## src/rtl/wor_bus_pkg.sv

```systemverilog
// Shared types for the wired-bus round-robin scheduler.
package wor_bus_pkg;

  localparam int unsigned BUS_W = 16;

  typedef logic [0:1][1:2][1:4] bus_t;

  typedef enum logic [1:0] {IDLE, OWN, GAP} sched_state_t;

endpackage

```

## src/rtl/rr_pick.sv

```systemverilog
// Rotating-priority encoder: first set request strictly after rr_ptr, wrapping,
// so the previous winner always ends up with the lowest priority.
module rr_pick #(
  parameter int unsigned NUM_REQ = 4,
  parameter int unsigned IDX_W   = $clog2(NUM_REQ)
) (
  input  logic [NUM_REQ-1:0] req,
  input  logic [IDX_W-1:0]   rr_ptr,
  output logic [IDX_W-1:0]   winner,
  output logic               any_req
);

  int unsigned idx;

  // Scan from farthest to nearest so the nearest set bit is written last.
  always_comb begin
    winner = '0;
    idx    = 0;
    for (int unsigned k = NUM_REQ; k >= 1; k--) begin
      idx = (int'(rr_ptr) + k) % NUM_REQ;
      if (req[idx]) winner = IDX_W'(idx);
    end
  end

  assign any_req = |req;

endmodule

```

## src/rtl/wor_bus_sched.sv

```systemverilog
// Round-robin owner of a shared 16-bit wired bus with a hold limit and a
// programmable turnaround gap after each release.
module wor_bus_sched
  import wor_bus_pkg::*;
#(
  parameter int unsigned NUM_REQ    = 4,
  parameter int unsigned MAX_HOLD   = 4,
  parameter int unsigned TURNAROUND = 1
) (
  input  logic                       clk,
  input  logic                       rst_n,
  input  logic [NUM_REQ-1:0]         req,
  input  bus_t [NUM_REQ-1:0]         req_data,
  output logic [NUM_REQ-1:0]         gnt,
  output bus_t                       bus_out,
  output logic                       bus_valid,
  output logic [$clog2(NUM_REQ)-1:0] bus_owner,
  output logic                       preempt
);

  localparam int unsigned IDX_W    = $clog2(NUM_REQ);
  localparam logic [3:0]  HOLD_MAX = 4'(MAX_HOLD);

  sched_state_t       state_q, state_d;
  logic [NUM_REQ-1:0] gnt_q, gnt_d;
  bus_t               bus_q, bus_d;
  logic               valid_q, valid_d;
  logic [IDX_W-1:0]   rr_ptr_q, rr_ptr_d;
  logic [3:0]         hold_q, hold_d;
  logic [1:0]         gap_q, gap_d;
  logic               preempt_q, preempt_d;

  logic [IDX_W-1:0]   win;
  logic               any_req;
  logic               arb;
  logic               rel;

  rr_pick #(
    .NUM_REQ(NUM_REQ),
    .IDX_W  (IDX_W)
  ) u_pick (
    .req    (req),
    .rr_ptr (rr_ptr_q),
    .winner (win),
    .any_req(any_req)
  );

  always_ff @(posedge clk or negedge rst_n) begin
    if (!rst_n) begin
      state_q   <= IDLE;
      gnt_q     <= '0;
      bus_q     <= '0;
      valid_q   <= 1'b0;
      rr_ptr_q  <= '0;
      hold_q    <= '0;
      gap_q     <= '0;
      preempt_q <= 1'b0;
    end else begin
      state_q   <= state_d;
      gnt_q     <= gnt_d;
      bus_q     <= bus_d;
      valid_q   <= valid_d;
      rr_ptr_q  <= rr_ptr_d;
      hold_q    <= hold_d;
      gap_q     <= gap_d;
      preempt_q <= preempt_d;
    end
  end

  always_comb begin
    state_d   = state_q;
    gnt_d     = gnt_q;
    bus_d     = bus_q;
    valid_d   = valid_q;
    rr_ptr_d  = rr_ptr_q;
    hold_d    = hold_q;
    gap_d     = gap_q;
    preempt_d = 1'b0;
    arb       = 1'b0;
    rel       = 1'b0;

    unique case (state_q)
      IDLE: arb = 1'b1;
      OWN: begin
        // rr_ptr_q always names the current owner while in OWN.
        if (!req[rr_ptr_q]) begin
          rel = 1'b1;
        end else if (hold_q == HOLD_MAX) begin
          rel       = 1'b1;
          preempt_d = 1'b1;
        end else begin
          bus_d  = req_data[rr_ptr_q];
          hold_d = hold_q + 4'd1;
        end
      end
      GAP: begin
        gap_d = gap_q - 2'd1;
        if (gap_q == 2'd1) arb = 1'b1;
      end
      default: state_d = IDLE;
    endcase

    if (rel) begin
      gnt_d   = '0;
      valid_d = 1'b0;
      bus_d   = '0;
      if (TURNAROUND > 0) begin
        state_d = GAP;
        gap_d   = 2'(TURNAROUND);
      end else begin
        state_d = IDLE;
        arb     = 1'b1;
      end
    end

    // A fresh grant overrides any release clearing done above.
    if (arb) begin
      if (any_req) begin
        state_d    = OWN;
        gnt_d      = '0;
        gnt_d[win] = 1'b1;
        rr_ptr_d   = win;
        bus_d      = req_data[win];
        valid_d    = 1'b1;
        hold_d     = 4'd1;
      end else begin
        state_d = IDLE;
      end
    end
  end

  always_comb begin
    gnt       = gnt_q;
    bus_out   = bus_q;
    bus_valid = valid_q;
    bus_owner = rr_ptr_q;
    preempt   = preempt_q;
  end

endmodule

```

## config.mk

```make
export PLATFORM = sky130hd
export DESIGN_NAME = wor_bus_sched
export DESIGN_NICKNAME = d
export VERILOG_FILES = /design/src/rtl/wor_bus_pkg.sv /design/src/rtl/rr_pick.sv /design/src/rtl/wor_bus_sched.sv
export SDC_FILE = /design/constraint.sdc
export NUM_CORES = 1
export LEC_CHECK = 0
export CORE_AREA = 2 2 103 55
export CTS_BUF_LIST = sky130_fd_sc_hd__clkbuf_4
export CTS_CLUSTER_SIZE = 10
export DETAILED_ROUTE_END_ITERATION = 8
export DIE_AREA = 0 0 105 57
export PLACE_DENSITY = 0.83
export SLEW_MARGIN = 20
export SYNTH_ARGS = -nofsm -noshare
export SYNTH_HDL_FRONTEND = slang
export SYNTH_SLANG_ARGS = --single-unit
```

## constraint.sdc

```tcl
create_clock -name clk -period 4.67 [get_ports clk]
set_input_delay 0.467 -clock clk [delete_from_list [all_inputs] [get_ports clk]]
set_output_delay 0.467 -clock clk [all_outputs]
set_load 0.01 [all_outputs]
```

==> parameters.txt, run 1 <==
Parameter                              Value

Status
  Outcome ... finished, final reports clean

Place
  I/O Buffers ... 93
  DP Cell Count ... roughly 380
  Final RePlAce weighted congestion ... 0.845
  HPWL reported at the end of detailed placement ... roughly 5.4 mm

Power
  Leakage power of the design ... 1.31 nW
  Worst supply voltage drop on vdd ... approximately 0.33 mV
  P per Cell Area ... slightly below 600 nW/um2

Hold path
  Number of cells on the worst hold path ... 2
  Hold Path Class ... reg -> reg

Floorplan
  Die width ... 105 um
  Effective utilization at floorplan ... about 47%
  Num ports ... between 90 and 100
  Die H ... 57 um
  Die ar. ... 5990 um2
  Area of the core ... 5180 um2
  Number of core rows ... 19

Final layout
  Share of layout cells above drive strength 1 ... between 10% and 20%
  Count of antenna diodes in the layout ... 0
  Area growth from synthesis to layout ... 40.7%
  Final Net Count ... 390
  Final std cells w/o fill ... 391

Critical path
  Crit Path Category ... in -> reg
  Kind of launch point of the worst setup path ... primary input
  Worst Path Arrival ... around 2.8 ns
  Setup crit end kind ... flip-flop
  Crit path required time ... 4.93 ns
  Crit path max fanout ... 13
  Depth of the worst register-to-register path ... 5

GRT
  Met2 Usage GRT ... between 30% and 40%
  Wire length of the first global-routing pass ... 12.1 mm
  Most crowded layer after global routing ... met2
  Via count of the first global-routing pass ... 2417
  Tot GR Track Use ... about a quarter
  Met1 usage in global routing ... 37.9%
  Total congestion overflow ... 0
  Met3 Track Usage GR ... just over 7%
  Pin count of the biggest net entering global routing ... 33
  Initial antenna violation count ... 0

Timing
  Setup violations, final ... 0
  Total Negative Setup Slacks ... 0 ns
  Slew at the pin with the worst max-slew slack ... 1.16 ns
  Worst rel slew slack ... ~22%
  Final Hold Vio Count ... 0
  Peak Freq ... ~390 MHz
  Clock tree skew after final layout ... 0.0143 ns
  Number of max-slew violations in the final report ... 0
  Final period utilization ... 55.0%
  RSZ-0062 raised after global routing ... no
  Final critical delay including setup and external delays ... 2.57 ns
  Worst hold slack after final layout ... 0.487 ns

Clock network
  Number of buffers inserted by hold repair at cts ... 0
  Clock network latency to the later pin of the worst-skew pair ... 0.34 ns
  Number of H-tree branching levels ... 2
  Total clock buffers created by CTS ... 5
  Clock transition at path regs ... ~0.10 ns
  TritonCTS Sinks ... 32
  CTS resizes ... 0
  Post-CTS Repair Setup Buffers ... 0
  CTS tree ... built
  Clock tree root buffer cell ... clkbuf_4
  Maximum count of clock buffers along a single path ... 2

Drt
  Via-per-instance ratio ... 6.21
  Residual DRC count ... 0
  Final WL ... roughly 7.4 mm
  DRT Pass-1 Iters ... 5
  Per-cell routed wire length ... 19.0 um
  Post-detailed-route count of antenna-violating nets ... 0
  Vias post-DR ... 2430
  DRC violation total after the first TritonRoute iteration ... 221

Logic synthesis
  Commonest cells in the netlist ... dfrtp_1 (32), a221oi_1 (24), nand2_1 (19), mux4_2 (17), nand3_1 (14)
  Mean area per synthesized cell ... 10.3 um2
  Netlist area before placement ... 2440 um2
  Cell types occupying the most area after synthesis ... dfrtp_1 (33%), mux4_2 (16%), a221oi_1 (8.6%)
  Top cell type's share of synthesized area ... 32.8%
  Register bit total from synthesis ... 32
  Post-Synthesis Net Count ... about 310
  FFs w/ async S/R, synth ... between 90% and 100%
  Dominant cell type by area after synthesis ... dfrtp_1
  Instance count of the mapped netlist ... 236
  Register area share after synthesis ... 32.8%
  Most used standard cell by instance count after synthesis ... dfrtp_1
  Number of synthesis warnings ... 0
  Dominant synthesized flop cell ... dfrtp_1
  EDFF count, synth ... 0
  Count of distinct cell types in the synthesized netlist ... 39

Flow run
  Max-cap check violation count ... 0
final timing paths:
| check | from | to | slack (ns) |
|---|---|---|---|
| max in group asynchronous | rst_n | gap_q[1]$_DFFE_PN0P_ | 3.84 |
| max reg2reg | bus_owner[0]$_DFFE_PN0P_ | bus_out[8]$_DFF_PN0_ | 2.17 |
| min in group asynchronous | rst_n | bus_out[7]$_DFF_PN0_ | 0.52 |
| min reg2reg | bus_valid$_DFF_PN0_ | bus_valid$_DFF_PN0_ | 0.49 |
| max | req[3] | bus_out[5]$_DFF_PN0_ | 2.10 |
| min | bus_valid$_DFF_PN0_ | bus_valid$_DFF_PN0_ | 0.49 |
flip-flops by register name (all words and copies together) (netlist names):
register	flops
bus_owner	2
bus_out	16
gap_q	2
hold_q	4
preempt	1
bus_valid	1
gnt	4
state_q	2
cell usage in the layout, fill, tap and decap left out, drive strengths merged:
master	Yosys	final
dfrtp	32	32
xnor2	1	1
a21boi	1	1
o41ai	1	1
a21oi	14	14
a21o	2	2
nor2b	5	5
clkdlybuf4s50	0	93
or2	1	1
nand2b	4	4
o21ai	5	5
buf	18	5
a31oi	12	12
o211a	1	1
a211o	1	1
nor3	2	2
nand3b	10	10
mux4	17	17
o31ai	2	2
a221oi	33	33
a22oi	7	7
nand2	19	19
mux2i	1	1
and2	2	2
o2111a	1	1
nor2	6	6
nand3	14	14
o22ai	1	1
nand4	1	1
and3	2	2
clkbuf	6	7
o21a	1	1
inv	10	10
clkinv	0	1
ha	3	3
critical path, stage by stage:
cell and delay [ns]:
clkdlybuf4s50_1 0.62, nand2b_1 0.23, nand2_1 0.08, a221oi_2 0.95, a221oi_1 0.25, a21oi_1 0.23
through the flow:
step / power (mW) / area, um2 / util, % / setup slack (ns)
after CTS: 1.98 / 3430 / 66.1 / 2.13
final: 1.98 / 3430 / 66.3 / 2.10
after floorplan: 1.39 / 2440 / - / 2.77
after detailed placement: 1.82 / 3370 / 65.0 / 1.77
after global routing: 2.13 / 3430 / 66.3 / 1.95
after global placement: 1.78 / 3370 / 65.0 / 1.88
cells by family after synthesis:
family	Yosys count	synth area share (%)
buffers and inverters	34	7.28
adder cells (fa/ha/maj)	3	1.54
XOR/XNOR	1	0.359
multiplexers	18	16.1
AO/OA/AOI/OAI	82	27.9
AND/OR/NAND/NOR	66	14.0
flip-flops	32	32.8
report_power, final:
| group | total (mW) | internal [mW] | switching [mW] | leakage (nW) |
|---|---|---|---|---|
| Combinational | 1.30 | 0.645 | 0.658 | 0.883 |
| Clock | 0.165 | 0.0695 | 0.0957 | 0.0338 |
| Sequential | 0.511 | 0.400 | 0.111 | 0.390 |
cell type report:
class,instances,area [um2]
Multi-Input combinational cell,170,1480
Fill cell,443,1750
Clock inverter,1,3.75
Clock buffer,7,52.6
Sequential cell,32,801
Tap cell,73,91.3
Inverter,10,37.5
Timing Repair Buffer,98,968
per-layer routing:
metal  part of all wire [%]  wire, um
met2                     44      3270
met3                     10       767
met5                      0         0
met1                     44      3280
met4                    1.5       112
Note: power is estimated with default switching activity, not from simulation.
==> run 2: changes to the inputs <==
--- a/config.mk
+++ b/config.mk
@@ -5,12 +5,12 @@
 export SDC_FILE = /design/constraint.sdc
 export NUM_CORES = 1
 export LEC_CHECK = 0
-export CORE_AREA = 2 2 103 55
+export CORE_AREA = 2 2 113 60
 export CTS_BUF_LIST = sky130_fd_sc_hd__clkbuf_4
 export CTS_CLUSTER_SIZE = 10
 export DETAILED_ROUTE_END_ITERATION = 8
-export DIE_AREA = 0 0 105 57
-export PLACE_DENSITY = 0.83
+export DIE_AREA = 0 0 115 62
+export PLACE_DENSITY = 0.73
 export SLEW_MARGIN = 20
 export SYNTH_ARGS = -nofsm -noshare
 export SYNTH_HDL_FRONTEND = slang
==> constraint.sdc (replaced) <==
create_clock -name clk -period 2.1 [get_ports clk]
set_input_delay 0.21 -clock clk [delete_from_list [all_inputs] [get_ports clk]]
set_output_delay 0.21 -clock clk [all_outputs]
set_load 0.01 [all_outputs]
==> parameters.txt, run 2 (synthesis results as in run 1) <==
Parameter                              Value

Status
  Outcome ... finished, final reports clean (unchanged)

Clock network
  Maximum count of clock buffers along a single path ... 2 (unchanged)
  Number of H-tree branching levels ... 2 (unchanged)
  Post-CTS Repair Setup Buffers ... 0 (unchanged)
  CTS tree ... built (unchanged)
  Clock tree root buffer cell ... clkbuf_4 (unchanged)
  Clock transition at path regs ... 0.11 ns (was 0.10 ns)
  Number of buffers inserted by hold repair at cts ... 0 (unchanged)
  CTS resizes ... 0 (unchanged)
  TritonCTS Sinks ... 32 (unchanged)
  Clock network latency to the later pin of the worst-skew pair ... 0.34 ns (about the same)
  Total clock buffers created by CTS ... 5 (unchanged)

Drt
  Per-cell routed wire length ... 18.8 um (was 19.0 um)
  Via-per-instance ratio ... 6.05 (was 6.21)
  Vias post-DR ... 2548 (was 2430)
  Residual DRC count ... 0 (unchanged)
  Final WL ... 7.93 mm (was 7.43 mm)
  DRC violation total after the first TritonRoute iteration ... 338 (was 221)
  Post-detailed-route count of antenna-violating nets ... 0 (unchanged)
  DRT Pass-1 Iters ... 5 (unchanged)

Place
  I/O Buffers ... 93 (unchanged)
  HPWL reported at the end of detailed placement ... 5.93 mm (was 5.40 mm)
  Final RePlAce weighted congestion ... 0.830 (was 0.845)

Critical path
  Depth of the worst register-to-register path ... 7 (was 5)
  Crit path max fanout ... 17 (was 13)
  Crit Path Category ... reg -> reg (was in -> reg)
  CP Cell Sequence ... buf_4, nand2b_1, a21oi_1, o21a_1, buf_12, a221oi_1, a31oi_1 (was clkdlybuf4s50_1, nand2b_1, nand2_1, a221oi_2, a221oi_1, a21oi_1)
  Slowest cell on the critical path ... dfrtp_1 (was a221oi_2)
  Setup crit end kind ... flip-flop (unchanged)
  Worst Path Arrival ... 2.10 ns (was 2.83 ns)
  Critical path launch point ... bus_owner[1]$_DFFE_PN0P_ (was req[3])
  Reg-to-reg endpoint ... bus_out[8]$_DFF_PN0_ (unchanged)
  Slowest stage delay, CP ... 0.45 ns (was 0.95 ns)
  Crit path required time ... 2.32 ns (was 4.93 ns)
  Kind of launch point of the worst setup path ... flip-flop (was primary input)
  Reg-to-Reg Start ... bus_owner[1]$_DFFE_PN0P_ (was bus_owner[0]$_DFFE_PN0P_)
  Reg-to-reg setup timing slack ... 0.22 ns (was 2.17 ns)

Final layout
  Seq. cell area ... 801 um2 (unchanged)
  Count of antenna diodes in the layout ... 0 (unchanged)
  Highest-count cells in the layout ignoring fill and taps ... clkdlybuf4s50_1 (93), dfrtp_1 (32), buf_4 (26) (was clkdlybuf4s50_1 (93), dfrtp_1 (32), a221oi_1 (24))
  Most frequent standard cell in the layout excluding fill and tap cells ... clkdlybuf4s50_1 (unchanged)
  Area of combinational cells with multiple inputs ... 1470 um2 (was 1480 um2)
  Final Net Count ... 413 (was 390)
  Area growth from synthesis to layout ... 49.8% (was 40.7%)
  Number of filler cells placed in the layout ... 537 (was 443)
  Share of layout cells above drive strength 1 ... 19.4% (was 13.2%)
  Max reg flops ... 16 (unchanged)
  Final core area utilization ... 58.0% (was 66.3%)

Floorplan
  Die ar. ... 7130 um2 (was 5990 um2)
  Effective utilization at floorplan ... 38.7% (was 47.1%)
  Area of the core ... 6310 um2 (was 5180 um2)
  Number of core rows ... 21 (was 19)
  Die width ... 115 um (was 105 um)
  Die H ... 62 um (was 57 um)
  Num ports ... 94 (unchanged)

Timing
  Final critical delay including setup and external delays ... 1.88 ns
  Number of max-slew violations in the final report ... 0 (unchanged)
  Peak Freq ... 531 MHz
  Worst rel slew slack ... 61.0% (was 22.4%)
  Clock tree skew after final layout ... 0.0101 ns (was 0.0143 ns)
  Final period utilization ... 89.7%
  Final Hold Vio Count ... 0 (unchanged)
  RSZ-0062 raised after global routing ... no (unchanged)
  Total Negative Setup Slacks ... 0 ns (unchanged)
  Slew at the pin with the worst max-slew slack ... 0.585 ns (was 1.16 ns)
  Setup violations, final ... 0 (unchanged)

Power
  Overall Power ... 4.81 mW (was 1.98 mW)
  P per Cell Area ... 1320 nW/um2 (was 576 nW/um2)
  Worst supply voltage drop on vdd ... 0.568 mV (was 0.328 mV)
  Leakage power of the design ... 1.44 nW (was 1.31 nW)

Hold path
  Hold Path Class ... in -> async (was reg -> reg)

GRT
  Tot GR Track Use ... 22.7% (was 26.2%)
  Total congestion overflow ... 0 (unchanged)
  Wire length of the first global-routing pass ... 12.2 mm (was 12.1 mm)
  Initial antenna violation count ... 0 (unchanged)
  Pin count of the biggest net entering global routing ... 33 (unchanged)
  Via count of the first global-routing pass ... 2378 (was 2417)

Flow run
  Max-cap check violation count ... 0 (unchanged)
[run 2: cell count changes in the layout (fill, tap and decap cells not counted), sizes merged]
cell and change:
buf +23, bufinv +1, clkbuf -2, clkinvlp +1
[run 2: routing by layer]
layer | track usage [%] | share of wire (%) | wire [um] | up-vias
met4 | 6.71 | 1.3 | 101 | 0
met1 | 34.5 | 47 | 3740 | 1243
met3 | 5.82 | 11 | 860 | 10
li1 | - | - | - | 1152
met2 | 31.8 | 41 | 3230 | 143
met5 | 0 | 0 | 0 | -
[run 2: power by group]
part,leakage (nW),internal (mW),switching (mW)
logic,1.00,1.65,1.58
clock network,0.0412,0.248,0.234
registers,0.390,0.890,0.204
total,1.44,2.79,2.02
[run 2: final cells by class]
cell class / count / area share (%)
Clock inverter: 3 / 1.16
Timing Repair Buffer: 121 / 31.9
Tap cell: 80 / 2.74
Clock buffer: 5 / 1.03
Inverter: 10 / 1.03
Sequential cell: 32 / 21.9
Multi-Input combinational cell: 170 / 40.2
[run 2: stage by stage]
stage	setup WS, ns	cells	hold WS (ns)	cell area, um2
global placement	0.0759	413	0.465	3580
detailed placement	0.0145	413	0.466	3580
floorplan	0.290	236	-0.0856	2440
global route	0.0831	421	0.293	3660
finish	0.217	421	0.265	3660
CTS	0.210	421	0.279	3660
[run 2: worst max-delay path by stage]
stage | slack (ns) | endpoint
after floorplan | 0.29 | bus_out[12]$_DFF_PN0_
after global placement | 0.08 | bus_out[15]$_DFF_PN0_
after detailed placement | 0.01 | bus_out[8]$_DFF_PN0_
after CTS | 0.21 | bus_owner[0]
after global routing | 0.08 | bus_out[2]$_DFF_PN0_
final | 0.22 | bus_out[8]$_DFF_PN0_
[run 2: worst max-delay path, delay by kind of cell, from the launching register on]
family / cells / cell delay [ns]
flip-flops: 1 / 0.45
buffers and inverters: 2 / 0.41
AO/OA/AOI/OAI: 4 / 0.72
AND/OR/NAND/NOR: 1 / 0.17
==> run 3: changes to the inputs <==
--- a/config.mk
+++ b/config.mk
@@ -5,6 +5,7 @@
 export SDC_FILE = /design/constraint.sdc
 export NUM_CORES = 1
 export LEC_CHECK = 0
+export ABC_CLOCK_PERIOD_IN_PS = 2100
 export CORE_AREA = 2 2 113 60
 export CTS_BUF_LIST = sky130_fd_sc_hd__clkbuf_4
 export CTS_CLUSTER_SIZE = 10
==> results of run 3 <==
The final DEF is identical to that of run 2; final timing and power are the same.
